`config.mk`:
```
export PLATFORM = sky130hd
export DESIGN_NAME = controller_ram_master
export DESIGN_NICKNAME = d
export VERILOG_FILES = /design/src/rtl/controller_ram_master_pkg.sv /design/src/rtl/controller_ram_pattern_gen.sv /design/src/rtl/controller_ram_master.sv
export SDC_FILE = /design/constraint.sdc
export NUM_CORES = 1
export LEC_CHECK = 0
export CAP_MARGIN = 20
export CORE_MARGIN = 5
export CORE_UTILIZATION = 25
export DETAILED_ROUTE_END_ITERATION = 8
export PLACE_DENSITY_LB_ADDON = 0.15
export RECOVER_POWER = 25
export SLEW_MARGIN = 20
export SYNTH_ARGS = -nofsm -noshare
export SYNTH_HDL_FRONTEND = slang
export SYNTH_SLANG_ARGS = --single-unit
```
`constraint.sdc`:
```
create_clock -name clk -period 4.5 [get_ports clk]
set_input_delay 0.9 -clock clk [delete_from_list [all_inputs] [get_ports clk]]
set_output_delay 0.9 -clock clk [all_outputs]
set_load 0.01 [all_outputs]
```
`src/rtl/controller_ram_master_pkg.sv`:
```
// Shared types and constants for the controller RAM master engine.
// Holds the FSM state enum, mode encoding and LFSR pattern constants.
package controller_ram_master_pkg;

    typedef enum logic [2:0] {
        ST_IDLE,
        ST_FILL,
        ST_VERIFY,
        ST_DRAIN,
        ST_DONE
    } state_t;

    localparam logic MODE_FILL   = 1'b0;
    localparam logic MODE_VERIFY = 1'b1;

    localparam logic [31:0] LFSR_POLY         = 32'h8020_0003;
    localparam logic [31:0] LFSR_NONZERO_SEED = 32'h0000_0001;

    // Galois LFSR step: shift right, fold the polynomial back in when a one falls out.
    function automatic logic [31:0] lfsr_step(input logic [31:0] v);
        return v[0] ? ((v >> 1) ^ LFSR_POLY) : (v >> 1);
    endfunction

endpackage

```
`src/rtl/controller_ram_pattern_gen.sv`:
```
// Word pattern generator shared by the write path and the expected-data path.
// CONTROLLER_RAM_MASTER_LFSR_EN selects a 32-bit Galois LFSR; otherwise seed + i.
module controller_ram_pattern_gen
    import controller_ram_master_pkg::*;
#(
    parameter int DATA_W = 32
) (
    input  logic              clk,
    input  logic              reset_n,
    input  logic              load,
    input  logic [DATA_W-1:0] seed,
    input  logic              advance,
    output logic [DATA_W-1:0] pattern
);

`ifdef CONTROLLER_RAM_MASTER_LFSR_EN
    // An all-zero LFSR would lock up, so a zero seed is replaced.
    logic [DATA_W-1:0] load_value;
    logic [DATA_W-1:0] next_value;

    assign load_value = (seed == '0) ? DATA_W'(LFSR_NONZERO_SEED) : seed;
    assign next_value = DATA_W'(lfsr_step(32'(pattern)));
`else
    logic [DATA_W-1:0] load_value;
    logic [DATA_W-1:0] next_value;

    assign load_value = seed;
    assign next_value = pattern + 1'b1;
`endif

    always_ff @(posedge clk or negedge reset_n) begin
        if (!reset_n) begin
            pattern <= '0;
        end else if (load) begin
            pattern <= load_value;
        end else if (advance) begin
            pattern <= next_value;
        end
    end

endmodule

```
`src/rtl/controller_ram_master.sv`:
```
// Avalon-MM host that fills a RAM block with a pattern or reads it back and verifies it.
// Build option: CONTROLLER_RAM_MASTER_LFSR_EN selects the LFSR pattern in controller_ram_pattern_gen.
module controller_ram_master
    import controller_ram_master_pkg::*;
#(
    parameter int DEPTH        = 10000,
    parameter int ADDR_W       = 14,
    parameter int DATA_W       = 32,
    parameter int READ_LATENCY = 1
) (
    input  logic                clk,
    input  logic                reset_n,
    input  logic                start,
    input  logic                mode,
    input  logic [ADDR_W-1:0]   base,
    input  logic [ADDR_W-1:0]   count,
    input  logic [DATA_W-1:0]   seed,
    output logic                busy,
    output logic                done,
    output logic [ADDR_W-1:0]   err_count,
    output logic                first_err_valid,
    output logic [ADDR_W-1:0]   first_err_addr,
    output logic [ADDR_W-1:0]   avm_address,
    output logic [DATA_W/8-1:0] avm_byteenable,
    output logic                avm_chipselect,
    output logic                avm_write,
    output logic [DATA_W-1:0]   avm_writedata,
    output logic                avm_clken,
    input  logic [DATA_W-1:0]   avm_readdata
);

    state_t            state;
    logic [ADDR_W-1:0] remaining;
    logic [1:0]        drain_cnt;
    logic [DATA_W-1:0] pattern;
    logic              accept;
    logic              pat_load;
    logic              pat_advance;

    logic [READ_LATENCY-1:0] rd_valid;
    logic [ADDR_W-1:0]       rd_addr [READ_LATENCY];
    logic [DATA_W-1:0]       rd_exp  [READ_LATENCY];
    logic                    mismatch;

    function automatic logic [ADDR_W-1:0] addr_inc(input logic [ADDR_W-1:0] a);
        return (a == ADDR_W'(DEPTH - 1)) ? '0 : a + 1'b1;
    endfunction

    assign avm_byteenable = '1;
    assign avm_clken      = reset_n;
    assign avm_writedata  = pattern;

    assign accept      = (state == ST_IDLE) && start;
    assign pat_load    = accept;
    assign pat_advance = ((state == ST_FILL) || (state == ST_VERIFY)) && (remaining != '0);

    controller_ram_pattern_gen #(
        .DATA_W (DATA_W)
    ) u_pattern_gen (
        .clk     (clk),
        .reset_n (reset_n),
        .load    (pat_load),
        .seed    (seed),
        .advance (pat_advance),
        .pattern (pattern)
    );

    // `remaining` counts words still to issue after the one on the bus now.
    always_ff @(posedge clk or negedge reset_n) begin
        if (!reset_n) begin
            state          <= ST_IDLE;
            busy           <= 1'b0;
            done           <= 1'b0;
            avm_chipselect <= 1'b0;
            avm_write      <= 1'b0;
            avm_address    <= '0;
            remaining      <= '0;
            drain_cnt      <= '0;
        end else begin
            // NOTE: every register here is updated with <= so all branches see pre-edge values.
            case (state)
                ST_IDLE: begin
                    done <= 1'b0;
                    if (start) begin
                        busy        <= 1'b1;
                        avm_address <= base;
                        if (count == '0) begin
                            state <= ST_DONE;
                            done  <= 1'b1;
                        end else begin
                            remaining      <= count - 1'b1;
                            avm_chipselect <= 1'b1;
                            avm_write      <= (mode == MODE_FILL);
                            state          <= (mode == MODE_FILL) ? ST_FILL : ST_VERIFY;
                        end
                    end
                end
                ST_FILL, ST_VERIFY: begin
                    if (remaining == '0) begin
                        avm_chipselect <= 1'b0;
                        avm_write      <= 1'b0;
                        if (state == ST_FILL) begin
                            state <= ST_DONE;
                            done  <= 1'b1;
                        end else begin
                            state     <= ST_DRAIN;
                            drain_cnt <= 2'(READ_LATENCY - 1);
                        end
                    end else begin
                        avm_address <= addr_inc(avm_address);
                        remaining   <= remaining - 1'b1;
                    end
                end
                ST_DRAIN: begin
                    if (drain_cnt == '0) begin
                        state <= ST_DONE;
                        done  <= 1'b1;
                    end else begin
                        drain_cnt <= drain_cnt - 1'b1;
                    end
                end
                ST_DONE: begin
                    done  <= 1'b0;
                    busy  <= 1'b0;
                    state <= ST_IDLE;
                end
                default: state <= ST_IDLE;
            endcase
        end
    end

    // Only the valid bits of the read-latency delay line need a reset.
    always_ff @(posedge clk or negedge reset_n) begin
        if (!reset_n) begin
            rd_valid <= '0;
        end else begin
            rd_valid[0] <= avm_chipselect && !avm_write;
            for (int i = 1; i < READ_LATENCY; i++) begin
                rd_valid[i] <= rd_valid[i-1];
            end
        end
    end

    // NOTE: address/expected-data stages carry no reset; they are ignored until their valid bit is set.
    always_ff @(posedge clk) begin
        rd_addr[0] <= avm_address;
        rd_exp[0]  <= pattern;
        for (int i = 1; i < READ_LATENCY; i++) begin
            rd_addr[i] <= rd_addr[i-1];
            rd_exp[i]  <= rd_exp[i-1];
        end
    end

    assign mismatch = rd_valid[READ_LATENCY-1] && (avm_readdata != rd_exp[READ_LATENCY-1]);

    // Results clear only on an accepted VERIFY start and otherwise hold.
    always_ff @(posedge clk or negedge reset_n) begin
        if (!reset_n) begin
            err_count       <= '0;
            first_err_valid <= 1'b0;
            first_err_addr  <= '0;
        end else if (accept && (mode == MODE_VERIFY)) begin
            err_count       <= '0;
            first_err_valid <= 1'b0;
            first_err_addr  <= '0;
        end else if (mismatch) begin
            if (err_count != '1) begin
                err_count <= err_count + 1'b1;
            end
            if (!first_err_valid) begin
                first_err_valid <= 1'b1;
                first_err_addr  <= rd_addr[READ_LATENCY-1];
            end
        end
    end

endmodule

```
==> flow_summary_export.csv <==
group,metric,value,unit
status,status,"completed",
routing,drt_wl_total,24400,um
placement,gp_congestion,0.791,
cells_and_area,finish.utilization,34.7,%
worst_setup_path,worst_setup_path_start_kind,"register",
cells_and_area,nFillCells,2940,
yosys,synth_flop_cell,"dfrtp_1",
placement,io_buffers,175,
sta,max_clock_freq,0.311,GHz
yosys,syn_avg_cell_area,9.10,um^2
sta,fin_hold_ws,0.425,ns
sta,slew_violations,0,
yosys,synth_cells,786,
routing,drt-initial-drc-count,351,
routing,firstDrtPassIters,5,
global_routing,grtUsageTotal,15.1,%
floorplan,die_w,179,um
yosys,ys_seq_area_share,47.5,%
routing,vias,6402,
floorplan,core-area,28500,um^2
worst_setup_path,worstSetupPathType,"reg2reg",
cells_and_area,layout_commonest_cell,"clkdlybuf4s50_1",
yosys,yosysUniqueCellTypes,68,
worst_setup_path,startpoint,"state[0]",
worst_setup_path,end_kind,"register",
sta,tightest_slew,1.01,ns
sta,setup_viol,0,
clock_network,clock_sinks,145,
sta,period_share,71.6,%
routing,drc,0,
run,drv_cap,0,
clock_network,cts_root_buf,"clkbuf_16",
yosys,synth-seq-cells,145,
routing,wl_per_cell,18.1,um
placement,placed_area,9260,um^2
cells_and_area,drive_above_1_share,6.76,%
cells_and_area,area_growth,38.1,%
sta,slew_headroom,32.2,%
worst_setup_path,r2r_slack,1.28,ns
floorplan,die-area,32100,um^2
cells_and_area,final_area,9880,um^2
floorplan,pin_count,180,
sta,rsz0062_at_grt,"false",
clock_network,clk_latency,0.42,ns
worst_setup_path,arrival,3.56,ns
worst_setup_path,r2r-start,"state[0]",
cells_and_area,nets,1050,
clock_network,cts.clk_slew.worst_paths,0.07,ns
yosys,synth_edf_count,0,
sta,finalClockSkew,0.0108,ns
clock_network,tritoncts,"built",
global_routing,grt_overflow_total,0,
clock_network,cts_setup_buffers,0,
routing,via_per_inst,4.75,
cells_and_area,final_cell_mix,"174 x clkdlybuf4s50_1, 99 x dfrtp_1, 85 x nand2_1",
floorplan,std_cell_rows,62,
worst_setup_path,critPathMaxStageDelay,0.72,ns
global_routing,grt_pass1_wl,37200,um
min_path,hold_path.class,"reg2reg",
worst_setup_path,cp.required,4.84,ns
global_routing,grt_pass1_vias,6125,
clock_network,cts_buffers,17,
worst_setup_path,crit_path_end,"remaining[8]",
yosys,synthArstFlopShare,68.3,%
clock_network,cts-resized-gates,0,
sta,setup_tns,0,ns
worst_setup_path,critPathMaxFanout,17,
sta,period_minus_slack,3.22,ns
clock_network,ctsHtreeMaxLevel,4,
sta,hold_viol,0,
pwr,leakagePower,3.83,nW
pwr,peakVddDrop,0.000602,V
global_routing,grt_start_max_net_pins,58,
floorplan,fp.dieH,179,um
worst_setup_path,slowest_stage,"dfrtp_1",
yosys,syn_area,7150,um^2
clock_network,holdBufCountCts,0,
worst_setup_path,rr_worst_depth,9,
routing,drtAntennaViolNets,0,
clock_network,cts_max_path_buffers,2,
global_routing,antenna_found_initial,1,
pwr,p_per_area,716,nW/um^2
worst_setup_path,reg2reg_to,"remaining[8]",
floorplan,start_util,25.1,%
yosys,yosys_warnings,0,
worst_setup_path,crit_chain,"xor2_1, nor2b_2, mux2i_1, ha_1, nand2_1, or3_1, xnor2_1, a21oi_1, o21ai_0",
placement,dp_hpwl,18000,um
## worst max-delay path: cells and delay by family, from the launching register on
family | cells | cell delay (ns)
xor+xnor | 2 | 0.53
fa+ha+maj | 1 | 0.48
compound gates | 2 | 0.25
mux | 1 | 0.28
simple gates | 3 | 0.88
flops | 1 | 0.72
## layout make-up
type / instances / area (um^2) / area share, %
diodes: 2 / 5.00 / 0.0506
clock buffers: 18 / 439 / 4.44
clock inverters: 14 / 173 / 1.75
inverters: 16 / 60.1 / 0.608
multi-input cells: 585 / 3510 / 35.5
flip-flops and latches: 145 / 3400 / 34.4
well taps: 384 / 480 / 4.86
repair buffers: 184 / 1820 / 18.4
## synth_stat cells, types with 4 or more instances
| cell type | count | share of area [%] |
|---|---|---|
| a21oi_1 | 48 | 3.4 |
| a22o_1 | 4 | 0.49 |
| a22oi_1 | 8 | 0.84 |
| and2_1 | 4 | 0.35 |
| and3_1 | 13 | 1.1 |
| and4_1 | 4 | 0.49 |
| buf_1 | 7 | 0.37 |
| buf_2 | 11 | 0.77 |
| buf_4 | 7 | 0.73 |
| clkbuf_1 | 17 | 0.89 |
| dfrtp_1 | 99 | 35 |
| dfxtp_1 | 46 | 13 |
| ha_1 | 5 | 0.87 |
| inv_1 | 16 | 0.84 |
| mux2i_1 | 5 | 0.70 |
| nand2_1 | 85 | 4.5 |
| nand2b_1 | 6 | 0.52 |
| nand3_1 | 40 | 2.8 |
| nand4_1 | 22 | 1.9 |
| nor2_1 | 52 | 2.7 |
| nor3_1 | 26 | 1.8 |
| nor4_1 | 26 | 2.3 |
| o21a_1 | 5 | 0.52 |
| o21ai_0 | 82 | 5.7 |
| o22ai_1 | 5 | 0.44 |
| o31ai_1 | 6 | 0.63 |
| or3_1 | 15 | 1.3 |
| or4_1 | 5 | 0.52 |
| xnor2_1 | 11 | 1.3 |
| xor2_1 | 47 | 5.8 |
## logic make-up after synthesis
kind of cell,after synthesis,share of synthesized area [%]
multiplexers,7,1.01
other,1,0.0524
buffers and inverters,59,3.76
flip-flops,145,47.5
AND/OR/NAND/NOR,317,23.1
AO/OA/AOI/OAI,194,16.6
adder cells (fa/ha/maj),5,0.874
XOR/XNOR,58,7.10
## stage by stage
stage | instances | power (mW) | worst slack, ns
after CTS | 1346 | 7.15 | 1.25
after detailed placement | 1314 | 5.62 | 1.06
after global routing | 1347 | 7.60 | 0.972
final | 1348 | 7.07 | 1.28
after floorplan | 789 | 4.23 | 1.91
after global placement | 1314 | 5.62 | 1.11
## power by group
| group | leakage, nW | switching [mW] | internal (mW) |
|---|---|---|---|
| Sequential | 1.62 | 0.748 | 1.89 |
| Clock | 0.299 | 0.644 | 0.855 |
| Combinational | 1.91 | 1.58 | 1.35 |
| Total | 3.83 | 2.98 | 4.10 |
## registers in the layout (all words and copies together), names as in the netlist
signal	cells
avm_write	1
busy	1
rd_addr	14
err_count	14
u_pattern_gen.pattern	32
rd_exp	32
state	3
drain_cnt	2
done	1
remaining	14
first_err_valid	1
avm_chipselect	1
avm_address	14
rd_valid	1
first_err_addr	14
## worst min-delay path by stage
stage	cells after the start	startpoint	to	slack (ns)
after detailed placement	2	rd_addr[0][4]	first_err_addr[4]	0.43
after floorplan	2	rd_addr[0][0]	first_err_addr[0]	0.42
after global routing	0	u_pattern_gen.pattern[18]	rd_exp[0][18]	0.45
after CTS	2	rd_addr[0][12]	first_err_addr[12]	0.43
final	2	rd_addr[0][10]	first_err_addr[10]	0.42
after global placement	2	rd_addr[0][9]	first_err_addr[9]	0.42
## per-layer routing
layer	track usage (%)	routed length [um]	up-vias
li1	-	-	3182
met1	21.2	11500	3059
met2	23.7	11300	146
met3	3.71	1270	15
met4	3.40	254	0
met5	0	0	-
Note: power is estimated with default switching activity, not from simulation.
